$ cat config.mk
export PLATFORM = sky130hd
export DESIGN_NAME = bus_interconnect
export DESIGN_NICKNAME = d
export VERILOG_FILES = /design/src/rtl/bus_interconnect.sv
export SDC_FILE = /design/constraint.sdc
export NUM_CORES = 1
export LEC_CHECK = 0
export ABC_AREA = 1
export BUFFER_PORTS_ARGS = -buffer_cell sky130_fd_sc_hd__buf_2
export CAP_MARGIN = 20
export CORE_AREA = 2 2 367 369
export CTS_CLUSTER_SIZE = 8
export DETAILED_ROUTE_END_ITERATION = 16
export DIE_AREA = 0 0 369 371
export PLACE_DENSITY_LB_ADDON = 0.2
export SLEW_MARGIN = 20
export SYNTH_ARGS = -nofsm -noshare
export SYNTH_HDL_FRONTEND = slang
export SYNTH_SLANG_ARGS = --single-unit
$ cat constraint.sdc
create_clock -name clk_i -period 3.5 [get_ports clk_i]
set_input_delay 0 -clock clk_i [delete_from_list [all_inputs] [get_ports clk_i]]
set_output_delay 0 -clock clk_i [all_outputs]
set_load 0.02 [all_outputs]
$ cat src/rtl/bus_interconnect.sv
// bus_interconnect: NUM_MASTER x NUM_SLAVE crossbar for the req/gnt/rvalid memory bus.
// Decodes each master address against a base/mask table, where the lowest matching slave
// wins. Each slave has its own round-robin arbiter. Responses go back to the owning master.
// An unmapped address is granted at once and answered one cycle later with an error.
//
// Ports:
//   clk_i, rst_i        clock, synchronous active-high reset (all outputs 0 while high)
//   m_req_i / m_gnt_o   master request / accept (gnt is combinational from s_gnt_i)
//   m_we_i, m_be_i      master write enable, byte enables (4 per master)
//   m_addr_i, m_wdata_i master address / write data (32 per master)
//   m_rvalid_o          master response valid (combinational from s_rvalid_i)
//   m_rdata_o, m_err_o  master response data / error
//   s_req_o / s_gnt_i   slave request / accept
//   s_we_o .. s_wdata_o forwarded request fields; zero when the slave is not requested
//   s_rvalid_i          slave response valid
//   s_rdata_i, s_err_i  slave response data / error
module bus_interconnect #(
  parameter int unsigned NUM_MASTER = 2,
  parameter int unsigned NUM_SLAVE  = 7,
  parameter logic [32*NUM_SLAVE-1:0] SLV_BASE = {32'h1000_4000, 32'h1000_3000, 32'h1000_2000,
                                                 32'h1000_1000, 32'h1000_0000, 32'h0010_0000,
                                                 32'h0000_0000},
  parameter logic [32*NUM_SLAVE-1:0] SLV_MASK = {32'hFFFF_F000, 32'hFFFF_F000, 32'hFFFF_F000,
                                                 32'hFFFF_F000, 32'hFFFF_F000, 32'hFFFF_0000,
                                                 32'hFFFF_0000}
) (
  input  logic                     clk_i,
  input  logic                     rst_i,
  input  logic [NUM_MASTER-1:0]    m_req_i,
  output logic [NUM_MASTER-1:0]    m_gnt_o,
  input  logic [NUM_MASTER-1:0]    m_we_i,
  input  logic [4*NUM_MASTER-1:0]  m_be_i,
  input  logic [32*NUM_MASTER-1:0] m_addr_i,
  input  logic [32*NUM_MASTER-1:0] m_wdata_i,
  output logic [NUM_MASTER-1:0]    m_rvalid_o,
  output logic [32*NUM_MASTER-1:0] m_rdata_o,
  output logic [NUM_MASTER-1:0]    m_err_o,
  output logic [NUM_SLAVE-1:0]     s_req_o,
  input  logic [NUM_SLAVE-1:0]     s_gnt_i,
  output logic [NUM_SLAVE-1:0]     s_we_o,
  output logic [4*NUM_SLAVE-1:0]   s_be_o,
  output logic [32*NUM_SLAVE-1:0]  s_addr_o,
  output logic [32*NUM_SLAVE-1:0]  s_wdata_o,
  input  logic [NUM_SLAVE-1:0]     s_rvalid_i,
  input  logic [32*NUM_SLAVE-1:0]  s_rdata_i,
  input  logic [NUM_SLAVE-1:0]     s_err_i
);

  localparam int unsigned MW = (NUM_MASTER > 1) ? $clog2(NUM_MASTER) : 1;
  localparam int unsigned SW = (NUM_SLAVE > 1) ? $clog2(NUM_SLAVE) : 1;

  typedef enum logic [1:0] {MIdle, MWaitSlv, MWaitErr} mst_state_e;

  mst_state_e           mst_q  [NUM_MASTER];
  mst_state_e           mst_d  [NUM_MASTER];
  logic [SW-1:0]        mslv_q [NUM_MASTER];
  logic [SW-1:0]        mslv_d [NUM_MASTER];
  logic [NUM_SLAVE-1:0] busy_q, busy_d;
  logic [MW-1:0]        owner_q [NUM_SLAVE];
  logic [MW-1:0]        owner_d [NUM_SLAVE];
  logic [MW-1:0]        rr_q    [NUM_SLAVE];
  logic [MW-1:0]        rr_d    [NUM_SLAVE];

  logic [NUM_MASTER-1:0] hit;
  logic [SW-1:0]         tgt [NUM_MASTER];

  // Address decode. Scanning downward leaves the lowest matching slave index in tgt.
  always_comb begin
    hit = '0;
    for (int m = 0; m < int'(NUM_MASTER); m++) begin
      tgt[m] = '0;
      for (int s = int'(NUM_SLAVE) - 1; s >= 0; s--) begin
        if ((m_addr_i[m*32 +: 32] & SLV_MASK[s*32 +: 32]) == SLV_BASE[s*32 +: 32]) begin
          hit[m] = 1'b1;
          tgt[m] = SW'(s);
        end
      end
    end
  end

  always_comb begin
    logic          found;
    logic [MW-1:0] win;
    int unsigned   idx;
    logic [SW-1:0] sl;

    mst_d   = mst_q;
    mslv_d  = mslv_q;
    busy_d  = busy_q;
    owner_d = owner_q;
    rr_d    = rr_q;
    found   = 1'b0;
    win     = '0;
    idx     = 0;
    sl      = '0;

    m_gnt_o    = '0;
    m_rvalid_o = '0;
    m_rdata_o  = '0;
    m_err_o    = '0;
    s_req_o    = '0;
    s_we_o     = '0;
    s_be_o     = '0;
    s_addr_o   = '0;
    s_wdata_o  = '0;

    // Per-slave round-robin arbitration; a busy slave (even one responding this cycle)
    // takes no new request until the following cycle.
    for (int s = 0; s < int'(NUM_SLAVE); s++) begin
      found = 1'b0;
      win   = '0;
      if (!busy_q[s]) begin
        for (int unsigned k = 0; k < NUM_MASTER; k++) begin
          idx = int'(rr_q[s]) + k;
          if (idx >= NUM_MASTER) idx = idx - NUM_MASTER;
          if (!found && mst_q[idx] == MIdle && m_req_i[idx] && hit[idx] &&
              tgt[idx] == SW'(s)) begin
            found = 1'b1;
            win   = MW'(idx);
          end
        end
      end
      if (found) begin
        s_req_o[s]            = 1'b1;
        s_we_o[s]             = m_we_i[win];
        s_be_o[s*4 +: 4]      = m_be_i[4*win +: 4];
        s_addr_o[s*32 +: 32]  = m_addr_i[32*win +: 32];
        s_wdata_o[s*32 +: 32] = m_wdata_i[32*win +: 32];
        m_gnt_o[win]          = s_gnt_i[s];
        if (s_gnt_i[s]) begin
          busy_d[s]    = 1'b1;
          owner_d[s]   = win;
          mst_d[win]   = MWaitSlv;
          mslv_d[win]  = SW'(s);
          rr_d[s]      = (int'(win) == int'(NUM_MASTER) - 1) ? '0 : win + 1'b1;
        end
      end
    end

    // Per-master decode errors and response routing.
    for (int m = 0; m < int'(NUM_MASTER); m++) begin
      sl = mslv_q[m];
      unique case (mst_q[m])
        MIdle: begin
          if (m_req_i[m] && !hit[m]) begin
            m_gnt_o[m] = 1'b1;
            mst_d[m]   = MWaitErr;
          end
        end
        MWaitSlv: begin
          if (busy_q[sl] && owner_q[sl] == MW'(m) && s_rvalid_i[sl]) begin
            m_rvalid_o[m]         = 1'b1;
            m_rdata_o[m*32 +: 32] = s_rdata_i[32*sl +: 32];
            m_err_o[m]            = s_err_i[sl];
            busy_d[sl]            = 1'b0;
            mst_d[m]              = MIdle;
          end
        end
        MWaitErr: begin
          m_rvalid_o[m] = 1'b1;
          m_err_o[m]    = 1'b1;
          mst_d[m]      = MIdle;
        end
        default: mst_d[m] = MIdle;
      endcase
    end

    if (rst_i) begin
      m_gnt_o    = '0;
      m_rvalid_o = '0;
      m_rdata_o  = '0;
      m_err_o    = '0;
      s_req_o    = '0;
      s_we_o     = '0;
      s_be_o     = '0;
      s_addr_o   = '0;
      s_wdata_o  = '0;
    end
  end

  always_ff @(posedge clk_i) begin
    if (rst_i) begin
      busy_q <= '0;
      for (int s = 0; s < int'(NUM_SLAVE); s++) begin
        owner_q[s] <= '0;
        rr_q[s]    <= '0;
      end
      for (int m = 0; m < int'(NUM_MASTER); m++) begin
        mst_q[m]  <= MIdle;
        mslv_q[m] <= '0;
      end
    end else begin
      busy_q  <= busy_d;
      owner_q <= owner_d;
      rr_q    <= rr_d;
      mst_q   <= mst_d;
      mslv_q  <= mslv_d;
    end
  end

endmodule
==> impl_metrics.json <==
{
  "htreeDepth": 2,
  "clk_latency_ns": 0.29,
  "hold_depth": 3,
  "clock_skew_ns": 0.0116,
  "gr-total-overflow": 0,
  "synthTopCellsByArea": "a221oi_1 (12%), inv_1 (10%), o221ai_1 (8.9%), buf_4 (8.0%), nand2_1 (7.8%)",
  "syn_area_per_cell_um2": 5.95,
  "synth_edf_count": 0,
  "period_minus_slack_ns": 3.32,
  "reg2reg_to": "mst_q[0]$_SDFF_PP0_",
  "final_util": 0.146,
  "ys_types": 52,
  "cp_num_buf_inv": 4,
  "ir_drop_uv": 142,
  "area.growth.synth_to_final_pct": 48.7,
  "grt_max_degree": 116,
  "slew_headroom": 0.389,
  "numClockSinks": 31,
  "yosysWarnings": 0,
  "cap_violations": 0,
  "syn_inst": 2195,
  "placed_cells": 4705,
  "hp-start": "m_req_i[1]",
  "seq_area_frac_synth": 0.0475,
  "drc": 0,
  "slowest_stage": "a221oi_1",
  "cp-end-kind": "output pin",
  "p_leak_uw": 0.0109,
  "cp_top_family": "simple AND/OR/NAND/NOR gates",
  "grt_pass1_wl_um": 159000,
  "fin_cells": 4723,
  "rrSetupSlack_ns": 0.82,
  "fmax_mhz": 301,
  "worstPathRequired_ns": 3.50,
  "hold-path-endpoint": "mst_q[0]$_SDFF_PP0_",
  "timing.rr.start": "mst_q[3]$_SDFF_PP0_",
  "dp_hpwl_um": 93300,
  "wire_per_inst_um": 24.8,
  "path_class": "flop to output pin",
  "crit_chain": "nor2_1 -> nand2_1 -> inv_1 -> nand3b_1 -> nand3_1 -> nand2_2 -> nor2_2 -> inv_2 -> buf_12 -> a221oi_1 -> buf_2",
  "fillers": 15863,
  "layout-drive-gt1-share": 0.390,
  "synth_top_cell_area_share": 0.121,
  "die_h_um": 371,
  "routed_wl_um": 117000,
  "critPathMaxFanout": 31,
  "critPathLaunch": "mst_q[3]$_SDFF_PP0_",
  "drt_iter0_drc": 1552,
  "worst_setup_path_start_kind": "flop",
  "async_flop_share": 0,
  "nNetsFinal": 3337,
  "postCtsSetupBuffers": 0,
  "numCtsBuffers": 5,
  "grt_pass1_vias": 20042,
  "setup_tns_ns": 0,
  "start_util": 0.0983,
  "cts_tree": "yes",
  "hp-class": "primary input to flop",
  "fp-row-count": 134,
  "synth_seq_cells": 31,
  "status": "finished, final reports clean",
  "synth_ff_type": "dfxtp_1",
  "io_pins": 947,
  "rsz0062_at_grt": "no",
  "critical_path_arrival_ns": 3.32,
  "rr_worst_depth": 13,
  "setup_viol": 0,
  "root_buffer": "clkbuf_16",
  "port-buffer-count": 825,
  "clk_pin_slew_ns": 0.05,
  "powerDensity_nw_per_um2": 89.4,
  "min_period_over_period": 0.949,
  "vias": 20416,
  "antenna_found_initial": 27,
  "worstMarginPinSlew_ns": 0.916,
  "cts.path.max_buffers": 2,
  "first_pass_iters": 8,
  "max_stage_delay_ns": 0.52,
  "core-area_um2": 133000,
  "ant_nets": 0,
  "track_usage": 0.160,
  "hold_viol": 0,
  "routed_via_density": 4.32,
  "synth_area_um2": 13100,
  "die-width_um": 369,
  "gp_congestion": 0.898,
  "slew_violations": 0,
  "die-area_um2": 137000,
  "synth.largest_area_cell": "a221oi_1"
}
-- flip-flops by register name (all words and copies together), names as in the netlist --
name,cells
owner_q,7
rr_q,7
busy_q,7
mslv_q,6
mst_q,4
-- cells in the mapped netlist, types with 3 or more instances --
library cell / count
clkbuf_1: 116
o21ai_0: 132
a2111oi_0: 43
nor2_4: 5
buf_1: 12
o221ai_1: 132
clkinv_1: 8
buf_4: 139
o211ai_1: 4
a21oi_1: 127
o21ai_1: 8
dfxtp_1: 31
inv_1: 355
nand3_1: 63
a32o_1: 3
a31oi_1: 3
nor3_1: 15
a211oi_1: 15
nand4_1: 8
nand3_2: 9
nor2_8: 4
nand2_1: 273
ha_1: 6
nand2_2: 8
buf_2: 41
buf_6: 9
o22ai_1: 39
nor2_1: 192
inv_2: 76
o221ai_2: 48
a221oi_1: 180
a221oi_2: 19
nor4_1: 23
o2111ai_1: 13
nor2_2: 7
o21bai_1: 9
-- worst max path at each step --
| stage | endpoint | slack, ns | cells past startpoint |
|---|---|---|---|
| 3_5_place_dp | s_we_o[6] | 0.35 | 15 |
| 3_3_place_gp | m_rdata_o[62] | 0.25 | 14 |
| 5_1_grt | m_rdata_o[63] | 0.02 | 14 |
| 6_report | s_wdata_o[163] | 0.18 | 11 |
| 2_1_floorplan | m_rdata_o[33] | 0.87 | 9 |
| 4_1_cts | s_we_o[6] | 0.04 | 15 |
-- metal layers --
metal  track usage  up-vias  share of wire
li1              -     9182              -
met1         0.183     9957           0.39
met2         0.299     1106           0.51
met3        0.0286      159          0.066
met4        0.0436       12          0.032
met5             0        -        0.00068
-- cell type report --
type,count,area [µm²],share of cell area
timing repair buffer,939,5240,0.270
clock inverter,2,35.0,0.00180
inverter,440,1660,0.0857
sequential,31,624,0.0322
clock buffer,6,139,0.00715
antenna,10,25.0,0.00129
tap,1768,2210,0.114
multi-input combinational,1527,9480,0.488
-- worst min-delay path: cells and delay by family --
family	cells	cell delay, ns
AOI/OAI and AO/OA	1	0.14
buffers and inverters	1	0.12
and+or+nand+nor	1	0.04
-- logic make-up after synthesis --
kind of cell | synth area share
AOI/OAI and AO/OA | 0.472
adders and majority gates | 0.00575
buffers and inverters | 0.267
DFF | 0.0475
other | 0.000287
and+or+nand+nor | 0.207
-- timing repair --
| action | 4_1_cts | 5_1_grt |
|---|---|---|
| setup endpoints to repair | 0 | 4 |
| resized for setup | 0 | 4 |
| hold buffers | 0 | 0 |
-- power by group --
group          switching, µW  internal (µW)
Sequential              1.80            354
Clock                    182            354
Combinational            590            254
-- stage by stage --
step	total power [µW]	hold WS, ns	setup WS, ns	area [µm²]
2_1_floorplan	821	0.180	0.869	13500
6_report	1740	0.0689	0.177	19400
5_1_grt	1830	0.0924	0.0171	19400
3_5_place_dp	1200	0.353	0.354	19200
3_3_place_gp	1200	0.366	0.252	19200
4_1_cts	1730	0.0596	0.0431	19400
-- cells in the final DEF (no fill, tap or decap), types with 48 or more instances in the layout --
| cell | n |
|---|---|
| a21oi_1 | 127 |
| o21ai_0 | 132 |
| o221ai_1 | 132 |
| inv_2 | 77 |
| buf_2 | 819 |
| nor2_1 | 184 |
| buf_4 | 101 |
| o221ai_2 | 48 |
| nand2_1 | 270 |
| conb_1 | 121 |
| inv_1 | 352 |
| nand3_1 | 62 |
| a221oi_1 | 179 |
Note: power is estimated with default switching activity, not from simulation.
